<file path="src/rtl/serial_cmp_ctrl_if.sv">
`default_nettype none
// ============================================================================
// Module      : serial_cmp_ctrl_if
// Description : Operand and result handshake bundle for serial_cmp_ctrl.
//               master = operand producer / result consumer side,
//               slave  = the compare sequencer.
// Ports       : in_valid/in_ready/in_a/in_b  operand handshake
//               res_valid/res_ready          result handshake
//               res_eq/res_gt/res_lt/res_err held one-hot result
//               busy                         scan in progress
// Revision    : 1.0 - initial release
// ============================================================================
interface serial_cmp_ctrl_if #(
   parameter int W = 8
);
   logic         in_valid;
   logic         in_ready;
   logic [W-1:0] in_a;
   logic [W-1:0] in_b;
   logic         busy;
   logic         res_valid;
   logic         res_ready;
   logic         res_eq;
   logic         res_gt;
   logic         res_lt;
   logic         res_err;

   modport master (
      output in_valid, in_a, in_b, res_ready,
      input  in_ready, busy, res_valid, res_eq, res_gt, res_lt, res_err
   );

   modport slave (
      input  in_valid, in_a, in_b, res_ready,
      output in_ready, busy, res_valid, res_eq, res_gt, res_lt, res_err
   );
endinterface
`default_nettype wire

</file>
<file path="src/rtl/serial_cmp_ctrl.sv">
`default_nettype none
// ============================================================================
// Module      : serial_cmp_ctrl
// Description : MSB-first serial magnitude compare sequencer driving one
//               external combinational 1-bit comparator. Operands arrive on
//               a valid/ready handshake, one bit pair is presented per clock,
//               and a held eq/gt/lt/err result leaves on a second handshake.
// Ports       : clk         rising-edge clock
//               rst_n       asynchronous active-low reset
//               bus         operand/result handshake (slave modport)
//               cmp_a/cmp_b bit pair driven to the comparator
//               cmp_e/g/l   comparator one-hot response
// Parameters  : W           operand width (>= 1)
//               EARLY_EXIT  1 = stop at first difference, 0 = fixed W cycles
// Revision    : 1.0 - initial release
// ============================================================================
module serial_cmp_ctrl #(
   parameter int W          = 8,
   parameter bit EARLY_EXIT = 1'b1
) (
   input  logic             clk,
   input  logic             rst_n,
   serial_cmp_ctrl_if.slave bus,
   output logic             cmp_a,
   output logic             cmp_b,
   input  logic             cmp_e,
   input  logic             cmp_g,
   input  logic             cmp_l
);

   // Index width kept at least 1 so W = 1 still has a legal register.
   localparam int             C_IW      = (W > 1) ? $clog2(W) : 1;
   localparam logic [C_IW-1:0] C_IDX_MAX = C_IW'(W - 1);

   typedef enum logic [1:0] {
      ST_IDLE = 2'd0,
      ST_SCAN = 2'd1,
      ST_DONE = 2'd2
   } state_t;

   state_t          r_state,    w_state_nxt;
   logic [C_IW-1:0] r_idx,      w_idx_nxt;
   logic [W-1:0]    r_op_a,     w_op_a_nxt;
   logic [W-1:0]    r_op_b,     w_op_b_nxt;
   logic            r_decided,  w_decided_nxt;
   logic            r_in_ready, w_in_ready_nxt;
   logic            r_eq,       w_eq_nxt;
   logic            r_gt,       w_gt_nxt;
   logic            r_lt,       w_lt_nxt;
   logic            r_err,      w_err_nxt;

   logic            w_onehot;
   logic            w_diff;
   logic            w_scan;
   logic            w_done;

   // Exactly one of three set: odd parity rules out 0 and 2, AND rules out 3.
   assign w_onehot = (cmp_e ^ cmp_g ^ cmp_l) & ~(cmp_e & cmp_g & cmp_l);
   assign w_diff   = cmp_g | cmp_l;
   assign w_scan   = (r_state == ST_SCAN);
   assign w_done   = (r_state == ST_DONE);

   // ---------------------------------------------------------------------
   // State register (and the datapath registers that move with it)
   // ---------------------------------------------------------------------
   always_ff @(posedge clk or negedge rst_n) begin
      if (!rst_n) begin
         r_state    <= ST_IDLE;
         r_idx      <= C_IDX_MAX;
         r_op_a     <= '0;
         r_op_b     <= '0;
         r_decided  <= 1'b0;
         r_in_ready <= 1'b0;
         r_eq       <= 1'b0;
         r_gt       <= 1'b0;
         r_lt       <= 1'b0;
         r_err      <= 1'b0;
      end else begin
         r_state    <= w_state_nxt;
         r_idx      <= w_idx_nxt;
         r_op_a     <= w_op_a_nxt;
         r_op_b     <= w_op_b_nxt;
         r_decided  <= w_decided_nxt;
         r_in_ready <= w_in_ready_nxt;
         r_eq       <= w_eq_nxt;
         r_gt       <= w_gt_nxt;
         r_lt       <= w_lt_nxt;
         r_err      <= w_err_nxt;
      end
   end

   // ---------------------------------------------------------------------
   // Next-state and datapath update
   // ---------------------------------------------------------------------
   always_comb begin
      w_state_nxt   = r_state;
      w_idx_nxt     = r_idx;
      w_op_a_nxt    = r_op_a;
      w_op_b_nxt    = r_op_b;
      w_decided_nxt = r_decided;
      w_eq_nxt      = r_eq;
      w_gt_nxt      = r_gt;
      w_lt_nxt      = r_lt;
      w_err_nxt     = r_err;

      case (r_state)
         ST_IDLE: begin
            if (bus.in_valid && r_in_ready) begin
               w_state_nxt   = ST_SCAN;
               w_op_a_nxt    = bus.in_a;
               w_op_b_nxt    = bus.in_b;
               w_idx_nxt     = C_IDX_MAX;
               w_decided_nxt = 1'b0;
               w_eq_nxt      = 1'b0;
               w_gt_nxt      = 1'b0;
               w_lt_nxt      = 1'b0;
               w_err_nxt     = 1'b0;
            end
         end

         ST_SCAN: begin
            if (!w_onehot) begin
               // A broken comparator response overrides any decision so far.
               w_state_nxt = ST_DONE;
               w_err_nxt   = 1'b1;
               w_eq_nxt    = 1'b0;
               w_gt_nxt    = 1'b0;
               w_lt_nxt    = 1'b0;
            end else if (w_diff && !r_decided && EARLY_EXIT) begin
               w_state_nxt = ST_DONE;
               w_gt_nxt    = cmp_g;
               w_lt_nxt    = cmp_l;
            end else begin
               // Only the first difference counts; later ones are ignored.
               if (w_diff && !r_decided) begin
                  w_gt_nxt      = cmp_g;
                  w_lt_nxt      = cmp_l;
                  w_decided_nxt = 1'b1;
               end
               if (r_idx == '0) begin
                  // Includes a first difference found on the LSB itself.
                  w_state_nxt = ST_DONE;
                  w_eq_nxt    = ~w_decided_nxt;
               end else begin
                  w_idx_nxt = r_idx - 1'b1;
               end
            end
         end

         ST_DONE: begin
            if (bus.res_ready) begin
               w_state_nxt   = ST_IDLE;
               w_eq_nxt      = 1'b0;
               w_gt_nxt      = 1'b0;
               w_lt_nxt      = 1'b0;
               w_err_nxt     = 1'b0;
               w_decided_nxt = 1'b0;
            end
         end

         default: begin
            w_state_nxt = ST_IDLE;
         end
      endcase

      // Registered ready: high exactly while the machine sits in IDLE,
      // which also gives the one-edge delay after reset release.
      w_in_ready_nxt = (w_state_nxt == ST_IDLE);
   end

   // ---------------------------------------------------------------------
   // Outputs
   // ---------------------------------------------------------------------
   assign bus.in_ready  = r_in_ready;
   assign bus.busy      = w_scan;
   assign bus.res_valid = w_done;
   // Latched gt/lt of a fixed-time scan stay hidden until the result is due.
   assign bus.res_eq    = r_eq  & w_done;
   assign bus.res_gt    = r_gt  & w_done;
   assign bus.res_lt    = r_lt  & w_done;
   assign bus.res_err   = r_err & w_done;

   assign cmp_a = w_scan ? r_op_a[r_idx] : 1'b0;
   assign cmp_b = w_scan ? r_op_b[r_idx] : 1'b0;

endmodule
`default_nettype wire

</file>
<file path="src/flat_wrapper.sv">
// flat-port wrapper written by rule: the top's interface ports become plain ports
module serial_cmp_ctrl_flat 
#(
   parameter int W          = 8,
   parameter bit EARLY_EXIT = 1'b1
)
  (clk, rst_n, cmp_a, cmp_b, cmp_e, cmp_g, cmp_l, bus_in_valid, bus_in_a, bus_in_b, bus_res_ready, bus_in_ready, bus_busy, bus_res_valid, bus_res_eq, bus_res_gt, bus_res_lt, bus_res_err);
  serial_cmp_ctrl_if #(.W(W)) bus_i ();
  input  logic clk;
  input  logic rst_n;
  output logic cmp_a;
  output logic cmp_b;
  input  logic cmp_e;
  input  logic cmp_g;
  input  logic cmp_l;
  input wire logic [$bits(bus_i.in_valid)-1:0] bus_in_valid;
  input wire logic [$bits(bus_i.in_a)-1:0] bus_in_a;
  input wire logic [$bits(bus_i.in_b)-1:0] bus_in_b;
  input wire logic [$bits(bus_i.res_ready)-1:0] bus_res_ready;
  output wire logic [$bits(bus_i.in_ready)-1:0] bus_in_ready;
  output wire logic [$bits(bus_i.busy)-1:0] bus_busy;
  output wire logic [$bits(bus_i.res_valid)-1:0] bus_res_valid;
  output wire logic [$bits(bus_i.res_eq)-1:0] bus_res_eq;
  output wire logic [$bits(bus_i.res_gt)-1:0] bus_res_gt;
  output wire logic [$bits(bus_i.res_lt)-1:0] bus_res_lt;
  output wire logic [$bits(bus_i.res_err)-1:0] bus_res_err;
  assign bus_i.in_valid = bus_in_valid;
  assign bus_i.in_a = bus_in_a;
  assign bus_i.in_b = bus_in_b;
  assign bus_i.res_ready = bus_res_ready;
  assign bus_in_ready = bus_i.in_ready;
  assign bus_busy = bus_i.busy;
  assign bus_res_valid = bus_i.res_valid;
  assign bus_res_eq = bus_i.res_eq;
  assign bus_res_gt = bus_i.res_gt;
  assign bus_res_lt = bus_i.res_lt;
  assign bus_res_err = bus_i.res_err;
  serial_cmp_ctrl #(.W(W), .EARLY_EXIT(EARLY_EXIT)) u_core (.clk(clk), .rst_n(rst_n), .bus(bus_i), .cmp_a(cmp_a), .cmp_b(cmp_b), .cmp_e(cmp_e), .cmp_g(cmp_g), .cmp_l(cmp_l));
endmodule
</file>
<file path="config.mk">
export PLATFORM = sky130hd
export DESIGN_NAME = serial_cmp_ctrl_flat
export DESIGN_NICKNAME = d
export VERILOG_FILES = /design/src/rtl/serial_cmp_ctrl_if.sv /design/src/rtl/serial_cmp_ctrl.sv /design/src/flat_wrapper.sv
export SDC_FILE = /design/constraint.sdc
export NUM_CORES = 1
export LEC_CHECK = 0
export ABC_CLOCK_PERIOD_IN_PS = 1700
export CAP_MARGIN = 20
export CORE_AREA = 10 10 78 80
export CTS_BUF_LIST = sky130_fd_sc_hd__clkbuf_4 sky130_fd_sc_hd__clkbuf_8
export CTS_CLUSTER_SIZE = 25
export DETAILED_ROUTE_END_ITERATION = 16
export DIE_AREA = 0 0 88 90
export GPL_TIMING_DRIVEN = 1
export PLACE_DENSITY = 0.6
export SYNTH_ARGS = -nofsm -noshare
export SYNTH_HDL_FRONTEND = slang
export SYNTH_SLANG_ARGS = --single-unit
</file>
<file path="constraint.sdc">
create_clock -name clk -period 1.7 [get_ports clk]
set_clock_uncertainty 0.05 [all_clocks]
set_input_delay 0.34 -clock clk [delete_from_list [all_inputs] [get_ports clk]]
set_output_delay 0.34 -clock clk [all_outputs]
set_load 0.02 [all_outputs]
</file>
Word-level counts from Yosys, hierarchy flattened
Cells that the tools add are included.
{"block": "word_totals", "ff_bits": 27, "output_inout_bits": 9, "inputBits": 23}
{"block": "op_classes", "addsub": 1, "magnitude_cmp": 1, "eq_ne": 11, "bitwise": 12, "n_mux": 37, "reduce_logical": 14}
{"operator": "$mux W1", "count": 19}
{"operator": "$pmux W1 S3", "count": 5}
{"operator": "$reduce_and A5 Y1", "count": 3}
{"operator": "$mux W3", "count": 4}
{"operator": "$mux W2", "count": 5}
{"operator": "$ne A3 B3 Y1 const B", "count": 3}
{"operator": "$ne A2 B2 Y1 const B", "count": 4}
{"operator": "$reduce_and A4 Y1", "count": 2}
{"operator": "$and A1 B1 Y1", "count": 7}
{"operator": "$bmux W1 S3", "count": 2}
{"operator": "$pmux W2 S3", "count": 1}
{"operator": "$pmux W3 S2", "count": 1}
{"operator": "$logic_not A2 Y1", "count": 2}
{"operator": "$lt A3 B4 Y1 const B", "count": 1}
{"operator": "$ne A2 B1 Y1 const B", "count": 2}
{"operator": "$logic_not A3 Y1", "count": 1}
{"operator": "$reduce_bool A3 Y1", "count": 1}
{"operator": "$sub A3 B1 Y3 const B", "count": 1}
{"operator": "$eq A2 B1 Y1 const B", "count": 1}
{"operator": "$eq A2 B2 Y1 const B", "count": 1}
{"operator": "$logic_and A1 B1 Y1", "count": 2}
{"operator": "$not A1 Y1", "count": 2}
{"operator": "$reduce_and A2 Y1", "count": 1}
{"operator": "$reduce_bool A2 Y1", "count": 1}
{"operator": "other kinds (3)", "count": 4}

Longest topological paths before layout
{"block": "depth", "word_depth": 11, "depth_mapped": 6, "depth_no_buf": 5}

Worst setup path after synthesis
Ideal clock, no wire load.
{"block": "synth_path", "kind": "register to output", "startpoint": "reg u_core.r_idx[0]", "endpoint": "out cmp_a", "stages_incl_launch_ff": 4, "slack_ps": -216, "arrival_time_ps": 1526, "path_cell_list": "dfstp_2 buf_2 a2111oi_0 nor4_1"}
{"block": "synth_between", "elab_chain_len": 3}
{"element": "start, declared", "line_no": "serial_cmp_ctrl.sv:42", "rtl": "logic [C_IW-1:0] r_idx, w_idx_nxt;"}
{"element": "start signal, assigned", "line_no": "serial_cmp_ctrl.sv:80", "rtl": "r_idx <= w_idx_nxt;"}
{"element": "$bmux W1 S3", "line_no": "serial_cmp_ctrl.sv:183", "rtl": "assign cmp_a = w_scan ? r_op_a[r_idx] : 1'b0;"}
{"element": "$mux W1 (implied by the code)", "line_no": "serial_cmp_ctrl.sv:183"}
{"element": "$mux W1", "line_no": "serial_cmp_ctrl.sv:183"}
{"element": "end, declared", "line_no": "flat_wrapper.sv:11", "rtl": "output logic cmp_a;"}
No other way between the ends. The select of a mux whose other input is x is not followed.

Worst setup path after layout
{"block": "layout_path", "startpoint": "reg u_core.r_idx[0]", "endpoint": "out cmp_b"}
{"block": "layout_between", "elab_chain_len": 3}
{"element": "$bmux W1 S3", "line_no": "serial_cmp_ctrl.sv:184", "rtl": "assign cmp_b = w_scan ? r_op_b[r_idx] : 1'b0;"}
{"element": "$mux W1 (implied by the code)", "line_no": "serial_cmp_ctrl.sv:184"}
{"element": "$mux W1", "line_no": "serial_cmp_ctrl.sv:184"}
{"element": "end, declared", "line_no": "flat_wrapper.sv:12", "rtl": "output logic cmp_b;"}
No other way between the ends. The select of a mux whose other input is x is not followed.

==> qor.yml <==
run:
  cap_violations: 0
floorplan:
  initial_utilization_pct: 28.6
  core_mm2: 0.00460
  row_count: 25
  io_pins: 32
  dieHeight_um: 90
  die_x_um: 88
  dieArea_mm2: 0.00792
synth:
  yosys_warnings: 0
  syn-num-nets: 131
  synth-seq-area-share_pct: 49.7
  synthArstFlopShare_pct: 100
  syn_area_mm2: 0.00132
  synth_seq_cells: 26
  synth_ff_type: "dfrtp_1"
  synth_cell_types: 33
  avgSynthCellArea_um2: 12.5
  synth_edf_count: 0
  syn_inst: 105
worst_setup_path:
  ff2ff_path_depth: 5
  cpPeakStageDelay_ns: 0.60
  crit_path_start: "u_core.r_idx[0]$_DFFE_PN1P_"
  cp-start-kind: "flip-flop"
  cp_slowest_cell: "dfstp_2"
  cp.required_ns: 1.31
  cp.arrival_ns: 1.72
  path_buf_inv: 1
  worst-path-stages: 4
  cp-end-kind: "output port"
  cp_cell_sequence: "mux4_2 > nor2_2 > nor4_2 > buf_4"
  reg2reg_from: "u_core.r_state[1]$_DFF_PN0_"
  path_class: "reg2out"
  r2r_slack_ns: 0.07
  worst-path-max-fanout: 5
  crit_family: "flip-flops"
  rr_endpoint: "u_core.r_op_b[7]$_DFFE_PN0P_"
timing:
  finalHoldViolCount: 0
  maxSlewViolCount: 0
  max_freq_mhz: 473
  fin_setup_tns_ns: -0.822
  finalCritPeriodShare_pct: 124
  maxSlewHeadroom_pct: 72.4
  worst_slack_ns: -0.412
  rsz0062_at_grt: "true"
  finalCriticalPeriod_ns: 2.11
  setup_viol: 2
  tightest_slew_ns: 0.404
power_and_ir_drop:
  p_comb_share_pct: 45.2
  switching_power_uw: 938
  sequentialPowerShare_pct: 36.9
  power.total_mw: 2.92
  p_per_area_mw_per_mm2: 1490
  internal_power_mw: 1.98
  ir_drop_mv: 0.581
  clock_power_share_pct: 17.9
  switching_share_pct: 32.2
  p_leak_nw: 0.876
routing:
  vias: 1003
  totalWireLength_um: 3060
  drtAntennaViolNets: 0
  drc_errors: 0
  drt_first_pass_iters: 4
  viasPerCell: 4.85
  drt_iter0_markers: 27
  routedWlPerCell_um: 14.8
clocking:
  ctsLongestPathBuffers: 2
  cts.root.buffer_cell: "clkbuf_8"
  clk_latency_ns: 0.27
  cts_tree: "done"
  htreeDepth: 1
  clk_pin_slew_ns: 0.10
  clkSinkCount: 26
  hold_buffers: 0
  cts_buffers: 3
global_route:
  grt_antenna_before_repair: 0
  grt_pass1_vias: 1060
  grt_usage_pct: 7.71
  grt_overflow: 0
  grt_max_degree: 27
  grt_pass1_wl_um: 5100
final_layout:
  final.fill_count: 438
  final_area_mm2: 0.00195
  layout_commonest_cell: "dfrtp_1"
  final-seq-area_um2: 656
  layout_common_cells: "dfrtp_1, clkdlybuf4s50_1, buf_4"
  nets: 180
  multi_input_area_um2: 683
  drive_gt1_share_pct: 34.0
  diodes: 0
  area_growth_pct: 48.2
outcome:
  status: "finished, violations left"
  failed_checks: "negative setup slack"
placement:
  gp_congestion: 0.758
  dpl_cell_area_mm2: 0.00183
  port_buffers: 31
  hpwl_um: 2350
hold_path:
  hold_class: "in2async"
==> worst max path at each step <==
stage,to
final,cmp_b
after detailed placement,cmp_b
after CTS,cmp_b
after floorplan,cmp_b
after global placement,cmp_b
after global routing,cmp_b
==> state kept, by name, summed over array words and instances, names as in the netlist <==
name	count
u_core.r_err	1
u_core.r_gt	1
u_core.r_state	2
u_core.r_lt	1
u_core.r_op_b	8
u_core.r_eq	1
u_core.r_idx	3
u_core.r_op_a	8
u_core.bus.in_ready	1
==> repair_timing <==
| item | CTS | global route |
|---|---|---|
| resized for setup | 39 | 17 |
| buffers inserted | 0 | 2 |
| endpoints found under the setup margin | 10 | 15 |
| cloned | 0 | 0 |
| pin swaps | 0 | 2 |
==> kinds of logic after synthesis <==
kind of cell	after synthesis	synth area share (%)
compound gates	20	11.6
simple gates	27	13.4
mux	20	18.6
fa+ha+maj	3	2.85
buf+inv	9	3.80
flops	26	49.7
==> worst reg2reg max path, stage by stage (launching register included) <==
cell and delay [ns]:
dfrtp_1 0.41, buf_6 0.13, buf_4 0.13, and4bb_4 0.34
buf_12 0.15, mux2_1 0.33
==> cells in the mapped netlist, types with 2 or more instances <==
cell type / n / share of area (%)
a211oi_1: 4 / 2.3
a2111oi_0: 3 / 2.0
nor4_1: 2 / 0.95
a21o_1: 2 / 1.1
nand2b_1: 6 / 2.9
dfrtp_1: 23 / 44
mux2_1: 15 / 13
ha_1: 3 / 2.9
and2_1: 4 / 1.9
mux4_2: 2 / 3.4
a21oi_1: 4 / 1.5
buf_2: 3 / 1.1
inv_1: 4 / 1.1
nor2b_1: 5 / 2.4
nor2_1: 4 / 1.1
dfstp_2: 3 / 6.0
mux2i_1: 2 / 1.5
==> metrics by stage <==
stage	hold WS [ns]	worst slack [ns]	utilization, %	cells
2_1_floorplan	-0.00559	0.00304	-	105
3_3_place_gp	0.421	-0.506	39.7	201
3_5_place_dp	0.422	-0.534	39.7	201
4_1_cts	0.382	-0.429	41.0	205
5_1_grt	0.397	-0.487	42.4	207
6_report	0.364	-0.412	42.4	207
==> cell type report <==
type | instances | area share (%)
Timing Repair Buffer | 48 | 23.0
Sequential cell | 26 | 33.6
Tap cell | 54 | 3.46
Clock buffer | 3 | 2.12
Clock inverter | 1 | 1.54
Multi-Input combinational cell | 70 | 35.0
Inverter | 5 | 1.22
==> power groups by stage <==
stage	clock, mW	sequential [mW]	combinational [mW]
after floorplan	0	1.04	0.771
after global placement	0	1.07	1.25
after detailed placement	0	1.08	1.28
after CTS	0.526	1.07	1.28
after global routing	0.556	1.12	1.45
final	0.521	1.08	1.32
==> layer usage <==
layer | wire length [µm] | vias up | share of wire [%] | track usage, %
met2 | 1390 | 29 | 46 | 12.0
met5 | 0 | - | 0 | 0
met4 | 25 | 0 | 0.82 | 1.60
met1 | 1400 | 486 | 46 | 9.86
met3 | 244 | 3 | 8.0 | 2.80
li1 | - | 485 | - | -
Note: power is estimated with default switching activity, not from simulation.
